File: src/rtl/j11cycle.sv
// DCJ11 pin-side bus cycle front end: synchronises ALE/SCTL/DAL/AIO, issues a
// one-cycle busreq, stretches the CPU with CONT_n and aborts on error/timeout.
module j11cycle #(
  parameter int TIMEOUT = 1023
) (
  input  logic        clk,
  input  logic        rstn,
  input  logic [21:0] j11dal_i,
  output logic [15:0] j11dal_o,
  output logic        j11dal_oe,
  input  logic [3:0]  j11aio,
  input  logic        j11ale_n,
  input  logic        j11sctl_n,
  output logic        j11cont_n,
  output logic        j11abort_n,
  output logic        busreq,
  output logic        buswr,
  output logic        busgp,
  output logic        busirq,
  output logic [21:0] busaddr,
  output logic [15:0] buswdata,
  output logic [1:0]  buswstrb,
  input  logic        busack,
  input  logic        buserr,
  input  logic [15:0] busrdata
);

  localparam int CNT_W = $clog2(TIMEOUT + 1);

  localparam logic [2:0] S_IDLE = 3'd0;
  localparam logic [2:0] S_ADDR = 3'd1;
  localparam logic [2:0] S_REQ  = 3'd2;
  localparam logic [2:0] S_WAIT = 3'd3;
  localparam logic [2:0] S_DONE = 3'd4;

  function automatic logic is_write(input logic [3:0] aio);
    return (aio == 4'b1101) || (aio == 4'b1100) || (aio == 4'b1110);
  endfunction

  function automatic logic is_gp(input logic [3:0] aio);
    return (aio == 4'b0000) || (aio == 4'b1101);
  endfunction

  function automatic logic [1:0] strobes(input logic wr, input logic byte_wr, input logic a0);
    if (!wr)      return 2'b00;
    if (!byte_wr) return 2'b11;
    return a0 ? 2'b10 : 2'b01;
  endfunction

  logic [21:0] dal_s1_q, dal_s2_q;
  logic [3:0]  aio_s1_q, aio_s2_q;
  logic        ale_s1_q, ale_s2_q, ale_p_q;
  logic        sctl_s1_q, sctl_s2_q, sctl_p_q;

  logic [2:0]       state_q, state_d;
  logic [CNT_W-1:0] cnt_q, cnt_d, cnt_inc;
  logic             wr_q, wr_d, gp_q, gp_d, irq_q, irq_d, byte_q, byte_d;
  logic             busreq_q, busreq_d, buswr_q, buswr_d, busgp_q, busgp_d, busirq_q, busirq_d;
  logic [21:0]      addr_q, addr_d;
  logic [15:0]      wdata_q, wdata_d, dalo_q, dalo_d;
  logic [1:0]       strb_q, strb_d;
  logic             oe_q, oe_d, cont_q, cont_d, abort_q, abort_d;
  logic             ale_fall, sctl_fall;

  assign ale_fall  = ale_p_q & ~ale_s2_q;
  assign sctl_fall = sctl_p_q & ~sctl_s2_q;
  // The counter holds at TIMEOUT rather than wrapping back to zero.
  assign cnt_inc   = (cnt_q == CNT_W'(TIMEOUT)) ? cnt_q : cnt_q + 1'b1;

  always_comb begin
    state_d  = state_q;
    cnt_d    = cnt_q;
    wr_d     = wr_q;
    gp_d     = gp_q;
    irq_d    = irq_q;
    byte_d   = byte_q;
    busreq_d = 1'b0;
    buswr_d  = buswr_q;
    busgp_d  = busgp_q;
    busirq_d = busirq_q;
    addr_d   = addr_q;
    wdata_d  = wdata_q;
    strb_d   = strb_q;
    dalo_d   = dalo_q;
    oe_d     = oe_q;
    cont_d   = cont_q;
    abort_d  = abort_q;
    case (state_q)
      S_IDLE: begin
        if (ale_fall && (aio_s2_q != 4'b1111)) begin
          addr_d  = dal_s2_q;
          wr_d    = is_write(aio_s2_q);
          gp_d    = is_gp(aio_s2_q);
          irq_d   = (aio_s2_q == 4'b0001);
          byte_d  = (aio_s2_q == 4'b1100);
          state_d = S_ADDR;
        end
      end
      S_ADDR: begin
        if (sctl_fall) begin
          if (wr_q) wdata_d = dal_s2_q[15:0];
          state_d = S_REQ;
        end
      end
      S_REQ: begin
        busreq_d = 1'b1;
        buswr_d  = wr_q;
        busgp_d  = gp_q;
        busirq_d = irq_q;
        strb_d   = strobes(wr_q, byte_q, addr_q[0]);
        cnt_d    = '0;
        state_d  = S_WAIT;
      end
      S_WAIT: begin
        // An acknowledge in the same cycle as the timeout takes priority.
        if (busack) begin
          if (!wr_q) dalo_d = busrdata;
          cont_d  = 1'b0;
          abort_d = ~buserr;
          oe_d    = ~wr_q & ~buserr;
          state_d = S_DONE;
        end else if (cnt_inc == CNT_W'(TIMEOUT)) begin
          cont_d  = 1'b0;
          abort_d = 1'b0;
          state_d = S_DONE;
        end else begin
          cnt_d = cnt_inc;
        end
      end
      S_DONE: begin
        if (sctl_s2_q) begin
          cont_d   = 1'b1;
          abort_d  = 1'b1;
          oe_d     = 1'b0;
          buswr_d  = 1'b0;
          busgp_d  = 1'b0;
          busirq_d = 1'b0;
          state_d  = S_IDLE;
        end
      end
      default: state_d = S_IDLE;
    endcase
  end

  always_ff @(posedge clk or negedge rstn) begin
    if (!rstn) begin
      dal_s1_q  <= '1;
      dal_s2_q  <= '1;
      aio_s1_q  <= '1;
      aio_s2_q  <= '1;
      ale_s1_q  <= 1'b1;
      ale_s2_q  <= 1'b1;
      ale_p_q   <= 1'b1;
      sctl_s1_q <= 1'b1;
      sctl_s2_q <= 1'b1;
      sctl_p_q  <= 1'b1;
      state_q   <= S_IDLE;
      cnt_q     <= '0;
      wr_q      <= 1'b0;
      gp_q      <= 1'b0;
      irq_q     <= 1'b0;
      byte_q    <= 1'b0;
      busreq_q  <= 1'b0;
      buswr_q   <= 1'b0;
      busgp_q   <= 1'b0;
      busirq_q  <= 1'b0;
      addr_q    <= '0;
      wdata_q   <= '0;
      strb_q    <= '0;
      dalo_q    <= '0;
      oe_q      <= 1'b0;
      cont_q    <= 1'b1;
      abort_q   <= 1'b1;
    end else begin
      dal_s1_q  <= j11dal_i;
      dal_s2_q  <= dal_s1_q;
      aio_s1_q  <= j11aio;
      aio_s2_q  <= aio_s1_q;
      ale_s1_q  <= j11ale_n;
      ale_s2_q  <= ale_s1_q;
      ale_p_q   <= ale_s2_q;
      sctl_s1_q <= j11sctl_n;
      sctl_s2_q <= sctl_s1_q;
      sctl_p_q  <= sctl_s2_q;
      state_q   <= state_d;
      cnt_q     <= cnt_d;
      wr_q      <= wr_d;
      gp_q      <= gp_d;
      irq_q     <= irq_d;
      byte_q    <= byte_d;
      busreq_q  <= busreq_d;
      buswr_q   <= buswr_d;
      busgp_q   <= busgp_d;
      busirq_q  <= busirq_d;
      addr_q    <= addr_d;
      wdata_q   <= wdata_d;
      strb_q    <= strb_d;
      dalo_q    <= dalo_d;
      oe_q      <= oe_d;
      cont_q    <= cont_d;
      abort_q   <= abort_d;
    end
  end

  assign busreq     = busreq_q;
  assign buswr      = buswr_q;
  assign busgp      = busgp_q;
  assign busirq     = busirq_q;
  assign busaddr    = addr_q;
  assign buswdata   = wdata_q;
  assign buswstrb   = strb_q;
  assign j11dal_o   = dalo_q;
  assign j11dal_oe  = oe_q;
  assign j11cont_n  = cont_q;
  assign j11abort_n = abort_q;

endmodule
File: config.mk
export PLATFORM = sky130hd
export DESIGN_NAME = j11cycle
export DESIGN_NICKNAME = d
export VERILOG_FILES = /design/src/rtl/j11cycle.sv
export SDC_FILE = /design/constraint.sdc
export NUM_CORES = 1
export LEC_CHECK = 0
export CAP_MARGIN = 5
export CORE_ASPECT_RATIO = 1.25
export CORE_UTILIZATION = 54
export CTS_CLUSTER_SIZE = 14
export DETAILED_ROUTE_END_ITERATION = 12
export PLACE_DENSITY_LB_ADDON = 0.1
export SLEW_MARGIN = 0
export SYNTH_ARGS = -nofsm -noshare
export SYNTH_HDL_FRONTEND = slang
export SYNTH_SLANG_ARGS = --single-unit
File: constraint.sdc
create_clock -name clk -period 6.17 [get_ports clk]
set_input_delay 1.234 -clock clk [delete_from_list [all_inputs] [get_ports clk]]
set_output_delay 1.234 -clock clk [all_outputs]
set_load 0.005 [all_outputs]
==> results.yml, run 1 <==
outcome:
  outcome: "finished clean"
critical_path:
  worstSetupEndpoint: "state_q[0]$_DFFE_PN0P_"
  path_cells: "ha_1 > inv_1 > nor3_1 > nand2_1 > a211oi_2 > a21oi_1 > nor3_1 > a2111oi_2"
  rrSetupSlack_ns: 3.44
  cp-start-kind: "flop"
  cpMaxStageDelayCell: "dfrtp_1"
  rr_worst_depth: 8
  cp_common_cell: "nor3_1"
  end_kind: "flop"
  worstPathArrival_ns: 3.00
  crit_type: "flop to flop"
  crit_path_start: "cnt_q[0]$_DFFE_PN0P_"
  cpPeakStageDelay_ns: 0.52
  worst_ep_required_time_ns: 6.44
  r2r_start: "cnt_q[0]$_DFFE_PN0P_"
  r2r-end: "state_q[0]$_DFFE_PN0P_"
  cp_max_fo: 10
drt:
  vias_per_cell: 5.392
  drtAntennaViolNets: 0
  drc: 0
  vias: 3284
  first_pass_iters: 4
  drt_iter0_drc: 235
  wl_per_cell_um: 17.21
  wirelength_um: 10480
synth:
  synth_area_per_cell_um2: 14.38
  syn_inst: 357
  synthTopCellsByArea: "dfrtp_1, dfstp_2, mux2_2, nand2_1, a21oi_1"
  synthesis.area_um2: 5135
  synth_top_area_cell: "dfrtp_1"
  synth_cell_types: 55
  synth_top_area_share_pct: 38.01
  synthFlopType: "dfrtp_1"
  yosys_warnings: 0
  synthArstFlopShare_pct: 100.0
  syn_nets: 406
  yosysSeqAreaShare_pct: 68.71
  synth_enable_flop_cells: 0
  ys_ff_latch: 138
finish:
  final_cell_mix: "clkdlybuf4s50_1, dfrtp_1, dfstp_2, mux2_2, nand2_1"
  diodes: 0
  nets: 522
  area_growth_pct: 34.84
  final_common_cell: "clkdlybuf4s50_1"
  drive_gt1_share_pct: 34.16
  fillers: 609
  post-route-util_pct: 75.48
  fin_cells: 609
die:
  num_rows: 39
  die_h_um: 111.0
  io_pins: 111
  die_area_um2: 9906
  die_x_um: 89.22
  core-area_um2: 9174
  initial_core_util_pct: 55.97
placement:
  place_congestion: 0.8906
  place_hpwl_um: 7135
  place_inst: 577
  io_buffers: 110
grt:
  grt_pass1_vias: 3558
  antenna_found_initial: 0
  grt_use_total_pct: 23.89
  grt_overflow: 0
  grt_pass1_wl_um: 17350
  grt_max_degree: 80
power_and_ir_drop:
  ir_drop_mv: 0.3347
  swShare_pct: 27.57
  power.leakage_uw: 0.002889
  seqPwrFrac_pct: 41.5
  p_sw_uw: 928.8
  pwr_density_cell_nw_per_um2: 486.6
  total_power_uw: 3369
  p_comb_share_pct: 28.8
  cellInternalPower_uw: 2441
  p_clk_share_pct: 29.7
sta:
  fin_crit_sh_pct: 44.19
  fmax_mhz: 366.7
  finalSetupTns_ns: 0
  worstMarginPinSlew_ns: 0.9252
  setup-violations-final: 0
  hold_ws_ns: 0.3470
  min_period_ns: 2.727
  slew_headroom_pct: 38.32
  rsz0062_at_grt: "false"
  fin_worst_skew_ns: 0.007989
  slew_violations: 0
  finalHoldViolations: 0
clocking:
  cts_root_buf: "clkbuf_16"
  cts_hold_buf: 0
  cts_buffer_depth: 2
  worstSkewPairLatency_ns: 0.41
  post_cts_buffers: 0
  cts.sinks: 138
  cts-resized-gates: 0
  cts_made_buffers: 17
  tritoncts: "built"
  cts-htree-levels: 4
  clk_pin_slew_ns: 0.06
flow_run:
  maxCapViolations: 0
min_path:
  hold_path_class: "flop to flop"
## Yosys cell counts (all sizes together) (2+ instances only)
cell type	n
nand4b	2
o41ai	4
a211oi	3
dfstp	60
buf	10
and4	2
nor3b	2
nor3	10
o211ai	4
mux2i	2
nand2	35
nor2	9
a21oi	10
inv	8
o21ai	9
mux2	54
and3	4
a41o	3
dfrtp	78
clkbuf	6
nand3	9
o22ai	3
a31o	2
nand4	3
nand2b	3
## stage by stage
step | setup WS [ns] | instance area, µm²
2_1_floorplan | 3.557 | 5135
3_3_place_gp | 3.215 | 6324
3_5_place_dp | 3.183 | 6324
4_1_cts | 3.444 | 6924
5_1_grt | 3.183 | 6924
6_report | 3.443 | 6924
## logic make-up (layout without fill, tap and decap cells)
kind of cell	after synthesis	count (layout)	share of synthesized area, %
AOI/OAI and AO/OA	53	53	7.919
buffers and inverters	24	153	2.339
DFF	138	138	68.71
muxes	56	56	12.23
xor gates and xnor gates	1	1	0.1706
adders and majority gates	1	1	0.2436
and+or+nand+nor	84	84	8.382
## power groups by stage
| stage | combinational (µW) | clock, µW | sequential, µW |
|---|---|---|---|
| finish | 970 | 1000 | 1400 |
| global route | 1060 | 1060 | 1440 |
| CTS | 984 | 1020 | 1400 |
| detailed placement | 972 | 0 | 1410 |
| global placement | 944 | 0 | 1390 |
| floorplan | 474 | 0 | 1340 |
## worst max-delay path: cells and delay by family (launching register included)
family / cells / cell delay, ns
and+or+nand+nor: 3 / 0.89
adders and majority gates: 1 / 0.38
buffers and inverters: 1 / 0.10
DFF: 1 / 0.52
AOI/OAI and AO/OA: 3 / 0.69
## registers in the layout (all words and copies together) (netlist names), 4 cells and up
signal and count:
aio_s2_q 4, buswdata 16, dal_s2_q 22, cnt_q 10
busaddr 22, j11dal_o 16, dal_s1_q 22, aio_s1_q 4
## how the worst min path moves through the flow
| stage | depth (start not counted) | endpoint | startpoint | slack (ns) |
|---|---|---|---|---|
| global placement | 0 | dal_s2_q[11]$_DFF_PN1_ | dal_s1_q[11]$_DFF_PN1_ | 0.35 |
| detailed placement | 0 | aio_s2_q[1]$_DFF_PN1_ | aio_s1_q[1]$_DFF_PN1_ | 0.35 |
| finish | 0 | dal_s2_q[14]$_DFF_PN1_ | dal_s1_q[14]$_DFF_PN1_ | 0.35 |
| floorplan | 0 | aio_s2_q[0]$_DFF_PN1_ | aio_s1_q[0]$_DFF_PN1_ | 0.35 |
| CTS | 0 | dal_s2_q[14]$_DFF_PN1_ | dal_s1_q[14]$_DFF_PN1_ | 0.35 |
| global route | 0 | dal_s2_q[14]$_DFF_PN1_ | dal_s1_q[14]$_DFF_PN1_ | 0.35 |
## metal layers
| metal | share of wire (%) | up-vias | GRT usage (%) |
|---|---|---|---|
| li1 | - | 1506 | - |
| met1 | 38 | 1672 | 27.25 |
| met2 | 55 | 90 | 41.07 |
| met3 | 5.1 | 16 | 8.042 |
| met4 | 1.6 | 0 | 8.360 |
| met5 | 0 | - | 0 |
## layout make-up
class | instances | area, µm² | share of cell area, %
Clock inverter | 9 | 112.6 | 1.626
Inverter | 8 | 30.03 | 0.4337
Clock buffer | 23 | 488.0 | 7.047
Tap cell | 123 | 153.9 | 2.223
Multi-Input combinational cell | 195 | 1486 | 21.47
Timing Repair Buffer | 113 | 1125 | 16.25
Sequential cell | 138 | 3528 | 50.96
Power figures use the tool's default switching activity.
==> run 2, diff against run 1 <==
--- a/config.mk
+++ b/config.mk
@@ -7,7 +7,7 @@
 export LEC_CHECK = 0
 export CAP_MARGIN = 5
 export CORE_ASPECT_RATIO = 1.25
-export CORE_UTILIZATION = 54
+export CORE_UTILIZATION = 50
 export CTS_CLUSTER_SIZE = 14
 export DETAILED_ROUTE_END_ITERATION = 12
 export PLACE_DENSITY_LB_ADDON = 0.1
==> constraint.sdc (replaced) <==
create_clock -name clk -period 2.85 [get_ports clk]
set_input_delay 0.57 -clock clk [delete_from_list [all_inputs] [get_ports clk]]
set_output_delay 0.57 -clock clk [all_outputs]
set_load 0.005 [all_outputs]
==> results.yml, run 2 (synthesized netlist as in run 1, its figures left out) <==
critical_path:
  end_kind: "flop"
  r2r-end: "cnt_q[8]$_DFFE_PN0P_"
  worstPathArrival_ns: 2.92
  cp-start-kind: "flop"
  cpMaxStageDelayCell: "dfrtp_1"
  r2r_start: "cnt_q[1]$_DFFE_PN0P_"
  worst_ep_required_time_ns: 3.19
  path_cells: "ha_1 > and2_1 > nor4_1 > o32ai_2 > a211oi_4 > a211o_2 > o41ai_1 > a22o_1"
  crit_type: "flop to flop"
  cp_max_fo: 9
  rr_worst_depth: 8
  rrSetupSlack_ns: 0.27
  cpPeakStageDelay_ns: 0.47
sta:
  fin_crit_sh_pct: 90.47
  slew_violations: 0
  finalSetupTns_ns: 0
  finalHoldViolations: 0
  setup-violations-final: 0
  fmax_mhz: 387.8
  min_period_ns: 2.578
  worstMarginPinSlew_ns: 0.6084
  fin_worst_skew_ns: 0.01097
  rsz0062_at_grt: "false"
  hold_ws_ns: 0.1516
  slew_headroom_pct: 59.44
power_and_ir_drop:
  p_sw_uw: 2014
  total_power_uw: 7489
  p_clk_share_pct: 31.7
  power.leakage_uw: 0.002942
  p_comb_share_pct: 28.4
  seqPwrFrac_pct: 39.9
  ir_drop_mv: 0.6323
  pwr_density_cell_nw_per_um2: 1062
  swShare_pct: 26.90
  cellInternalPower_uw: 5474
grt:
  grt_overflow: 0
  grt_max_degree: 69
  antenna_found_initial: 0
  grt_pass1_vias: 3284
  grt_pass1_wl_um: 16310
  grt_use_total_pct: 20.60
die:
  num_rows: 41
  die_area_um2: 10680
  die_h_um: 115.3
  io_pins: 111
  core-area_um2: 10050
  die_x_um: 92.64
  initial_core_util_pct: 51.07
clocking:
  cts_root_buf: "clkbuf_16"
  worstSkewPairLatency_ns: 0.41
  cts_buffer_depth: 2
  clk_pin_slew_ns: 0.06
  cts_made_buffers: 17
  tritoncts: "built"
  cts-htree-levels: 4
  cts.sinks: 138
flow_run:
  maxCapViolations: 0
drt:
  vias_per_cell: 5.234
  vias: 3245
  wl_per_cell_um: 16.28
  wirelength_um: 10100
  drc: 0
  drt_iter0_drc: 127
  first_pass_iters: 4
  drtAntennaViolNets: 0
finish:
  drive_gt1_share_pct: 35.03
  nets: 527
  fin_cells: 620
  final_cell_mix: "clkdlybuf4s50_1, dfrtp_1, dfstp_2, mux2_2, nand2_1"
  area_growth_pct: 37.31
  fillers: 708
  final_common_cell: "clkdlybuf4s50_1"
  diodes: 0
placement:
  io_buffers: 110
  place_congestion: 0.8298
  place_hpwl_um: 6933
  place_inst: 588
outcome:
  outcome: "finished clean"
min_path:
  hold_path_class: "primary input to async pin"
-- run 2: cell count changes in the layout (fill, tap and decap cells not counted), moves of 2 or more --
cell,previous run,this run
clkbuf_8,4,0
buf_4,3,6
bufinv_16,2,5
buf_12,0,2
-- run 2: worst max-delay path by stage --
| stage | startpoint | to | slack, ns |
|---|---|---|---|
| CTS | cnt_q[1]$_DFFE_PN0P_ | j11abort_n$_DFFE_PN1P_ | 0.25 |
| detailed placement | cnt_q[1]$_DFFE_PN0P_ | j11abort_n$_DFFE_PN1P_ | 0.27 |
| global placement | cnt_q[1]$_DFFE_PN0P_ | state_q[0]$_DFFE_PN0P_ | 0.33 |
| floorplan | cnt_q[1]$_DFFE_PN0P_ | state_q[0]$_DFFE_PN0P_ | 0.52 |
| finish | cnt_q[1]$_DFFE_PN0P_ | cnt_q[8]$_DFFE_PN0P_ | 0.27 |
| global route | cnt_q[1]$_DFFE_PN0P_ | j11abort_n$_DFFE_PN1P_ | 0.06 |
-- run 2: worst max-delay path, delay by kind of cell (launching register included) --
kind | cells | cell delay [ns]
AOI/OAI and AO/OA | 5 | 1.31
and+or+nand+nor | 2 | 0.35
DFF | 1 | 0.47
adders and majority gates | 1 | 0.38
-- run 2: power groups by stage --
stage,Sequential [µW],Clock [µW],Combinational (µW)
6_report,2990,2370,2130
5_1_grt,3080,2510,2330
4_1_cts,2990,2420,2160
3_5_place_dp,3020,0,2150
3_3_place_gp,2980,0,2110
2_1_floorplan,2900,0,1030
-- run 2: per-layer routing --
layer  up-vias  part of all wire [%]  track usage [%]
met5         -                     0                0
met2        83                    53            35.90
met3        18                   5.4            7.341
met1      1621                    40            22.78
met4         0                   1.9            8.923
li1       1523                     -                -
-- run 2: repair_timing --
action                     CTS  global route
setup endpoints to repair    0             3
hold buffers                 0             0
buffers inserted             0             0
resized for setup            0             1
-- run 2: layout make-up --
cell class              instances  area, µm²  share of cell area, %
multi-input cells             195       1494                  21.19
repair buffers                118       1187                  16.84
clock buffers                  18      429.2                  6.087
clock inverters                14      220.2                  3.123
inverters                       8      30.03                 0.4259
well taps                     129      161.4                  2.289
flip-flops and latches        138       3528                  50.04
-- run 2: stage by stage --
step           setup WS (ns)  area, µm²  utilization, %
2_1_floorplan         0.5210       5135               -
3_3_place_gp          0.3304       6394           63.59
3_5_place_dp          0.2735       6394           63.59
4_1_cts               0.2480       7043           70.05
5_1_grt              0.06144       7051           70.12
6_report              0.2715       7051           70.12
==> run 3, diff against run 2 <==
--- a/config.mk
+++ b/config.mk
@@ -5,12 +5,14 @@
 export SDC_FILE = /design/constraint.sdc
 export NUM_CORES = 1
 export LEC_CHECK = 0
+export ABC_AREA = 1
 export CAP_MARGIN = 5
 export CORE_ASPECT_RATIO = 1.25
 export CORE_UTILIZATION = 50
 export CTS_CLUSTER_SIZE = 14
 export DETAILED_ROUTE_END_ITERATION = 12
 export PLACE_DENSITY_LB_ADDON = 0.1
+export SKIP_CTS_REPAIR_TIMING = 1
 export SLEW_MARGIN = 0
 export SYNTH_ARGS = -nofsm -noshare
 export SYNTH_HDL_FRONTEND = slang
==> results.yml, run 3 <==
power_and_ir_drop:
  power.leakage_uw: 0.003203
  p_sw_uw: 1915
  p_comb_share_pct: 27.2
  swShare_pct: 28.47
  ir_drop_mv: 0.5857
  cellInternalPower_uw: 4811
  pwr_density_cell_nw_per_um2: 952.8
  seqPwrFrac_pct: 41.1
  p_clk_share_pct: 31.6
sta:
  rsz0062_at_grt: "false"
  fin_crit_sh_pct: 71.43
  fmax_mhz: 491.2
  finalSetupTns_ns: 0
  slew_violations: 0
  worstMarginPinSlew_ns: 0.6427
  finalHoldViolations: 0
  hold_ws_ns: 0.1033
  setup-violations-final: 0
  slew_headroom_pct: 57.05
  min_period_ns: 2.036
  fin_worst_skew_ns: 0.01224
drt:
  vias: 3457
  drt_iter0_drc: 106
  wirelength_um: 10540
  drtAntennaViolNets: 0
  vias_per_cell: 4.876
  wl_per_cell_um: 14.87
  drc: 0
  first_pass_iters: 4
clocking:
  cts_root_buf: "clkbuf_16"
  cts_buffer_depth: 2
  cts-htree-levels: 4
  worstSkewPairLatency_ns: 0.41
  cts.sinks: 138
  cts_made_buffers: 17
  tritoncts: "built"
  clk_pin_slew_ns: 0.06
synth:
  yosysSeqAreaShare_pct: 67.71
  synth_cell_types: 35
  synthesis.area_um2: 5211
  syn_inst: 441
  synth_area_per_cell_um2: 11.82
  synthArstFlopShare_pct: 100.0
  synth_enable_flop_cells: 0
  synth_common_cells: "nand2_1, dfrtp_1, dfstp_2"
  synth_most_common_cell: "nand2_1"
  yosys_warnings: 0
  synth_top_area_share_pct: 37.45
  syn_nets: 490
  synthFlopType: "dfrtp_1"
  synthTopCellsByArea: "dfrtp_1, dfstp_2, nand2_1, mux2_2, nand3_2"
  synth_top_area_cell: "dfrtp_1"
  ys_ff_latch: 138
critical_path:
  worst_ep_required_time_ns: 3.14
  cp-start-kind: "flop"
  cp_max_fo: 11
  worstPathArrival_ns: 2.32
  crit_path_start: "cnt_q[0]$_DFFE_PN0P_"
  rr_worst_depth: 14
  r2r-end: "cnt_q[2]$_DFFE_PN0P_"
  rrSetupSlack_ns: 0.81
  r2r_start: "cnt_q[0]$_DFFE_PN0P_"
  crit_type: "flop to flop"
  worstSetupEndpoint: "cnt_q[2]$_DFFE_PN0P_"
  end_kind: "flop"
finish:
  diodes: 0
  area_growth_pct: 35.46
  drive_gt1_share_pct: 27.41
  post-route-util_pct: 69.85
  final_common_cell: "nand2_1"
  nets: 616
  final_cell_mix: "nand2_1, clkdlybuf4s50_1, dfrtp_1, dfstp_2, inv_1"
  fillers: 722
placement:
  place_congestion: 0.8665
  place_hpwl_um: 7249
  io_buffers: 110
die:
  die_x_um: 93.31
  die_area_um2: 10840
  die_h_um: 116.1
  io_pins: 111
  core-area_um2: 10110
  num_rows: 41
  initial_core_util_pct: 51.57
grt:
  grt_overflow: 0
  antenna_found_initial: 0
  grt_max_degree: 59
  grt_pass1_wl_um: 16970
  grt_use_total_pct: 20.93
  grt_pass1_vias: 3541
flow_run:
  maxCapViolations: 0
min_path:
  hold_path_class: "primary input to async pin"
outcome:
  outcome: "finished clean"
[run 3: changes by cell type after synthesis, moves of 6 or more]
cell / change
nand3_1: +6
nor2_1: +12
nand2_1: +93
nand3_2: +16
inv_1: +22
mux2_2: -25
nor3_1: -9
[run 3: area by class of cell]
type | count | area (µm²) | share of cell area, %
Multi-Input combinational cell | 263 | 1513 | 21.43
Tap cell | 129 | 161.4 | 2.286
Inverter | 32 | 120.1 | 1.702
Clock buffer | 18 | 429.2 | 6.079
Clock inverter | 14 | 155.1 | 2.198
Timing Repair Buffer | 115 | 1152 | 16.32
Sequential cell | 138 | 3528 | 49.98
[run 3: power groups by stage]
| stage | clock network, µW | logic [µW] | registers, µW |
|---|---|---|---|
| after floorplan | 0 | 710 | 2790 |
| after global placement | 0 | 1810 | 2770 |
| after detailed placement | 0 | 1850 | 2800 |
| after CTS | 2170 | 1870 | 2780 |
| after global routing | 2250 | 2010 | 2830 |
| final | 2130 | 1830 | 2770 |
[run 3: cell families after synthesis]
family | after synthesis | share of synthesized area, %
simple gates | 200 | 18.78
mux | 29 | 6.266
fa+ha+maj | 1 | 0.2401
buf+inv | 40 | 3.265
compound gates | 30 | 3.242
xor+xnor | 3 | 0.5043
flops | 138 | 67.71
[run 3: worst min-delay path by stage]
| stage | slack [ns] | endpoint | start | depth (start not counted) |
|---|---|---|---|---|
| after floorplan | 0.27 | busaddr[0]$_DFFE_PN0P_ | rstn | 0 |
| after global placement | 0.35 | dal_s2_q[17]$_DFF_PN1_ | dal_s1_q[17]$_DFF_PN1_ | 0 |
| after detailed placement | 0.35 | aio_s2_q[0]$_DFF_PN1_ | aio_s1_q[0]$_DFF_PN1_ | 0 |
| after CTS | 0.13 | state_q[0]$_DFFE_PN0P_ | rstn | 1 |
| after global routing | 0.13 | busgp$_DFFE_PN0P_ | rstn | 1 |
| final | 0.10 | state_q[0]$_DFFE_PN0P_ | rstn | 1 |
[run 3: per-layer routing]
metal  track usage, %  routed length [µm]  up-vias
li1                 -                   -     1671
met1            24.07                4163     1694
met2            35.93                5667       74
met3            6.250                 484       18
met4            10.05                 229        0
met5                0                   0        -
[run 3: worst max-delay path, stage by stage (launching register included)]
cell     delay (ns)
dfrtp_1        0.43
ha_1           0.25
nand2_2        0.12
nor2_4         0.18
nand2_4        0.10
nand2_1        0.09
nand2_1        0.05
nand2_1        0.07
nor2_2         0.04
nand3_2        0.07
nand2_2        0.06
nand2_4        0.18
nand2_4        0.13
nand2_1        0.10
nand2_1        0.05
[run 3: stage by stage]
step / cell area [µm²] / worst slack, ns / total power, µW / instances
final: 7059 / 0.8143 / 6726 / 709
after detailed placement: 6475 / 0.8030 / 4644 / 677
after CTS: 7059 / 0.8088 / 6814 / 709
after floorplan: 5211 / 1.059 / 3502 / 441
after global routing: 7059 / 0.5626 / 7094 / 709
after global placement: 6475 / 0.8406 / 4581 / 677
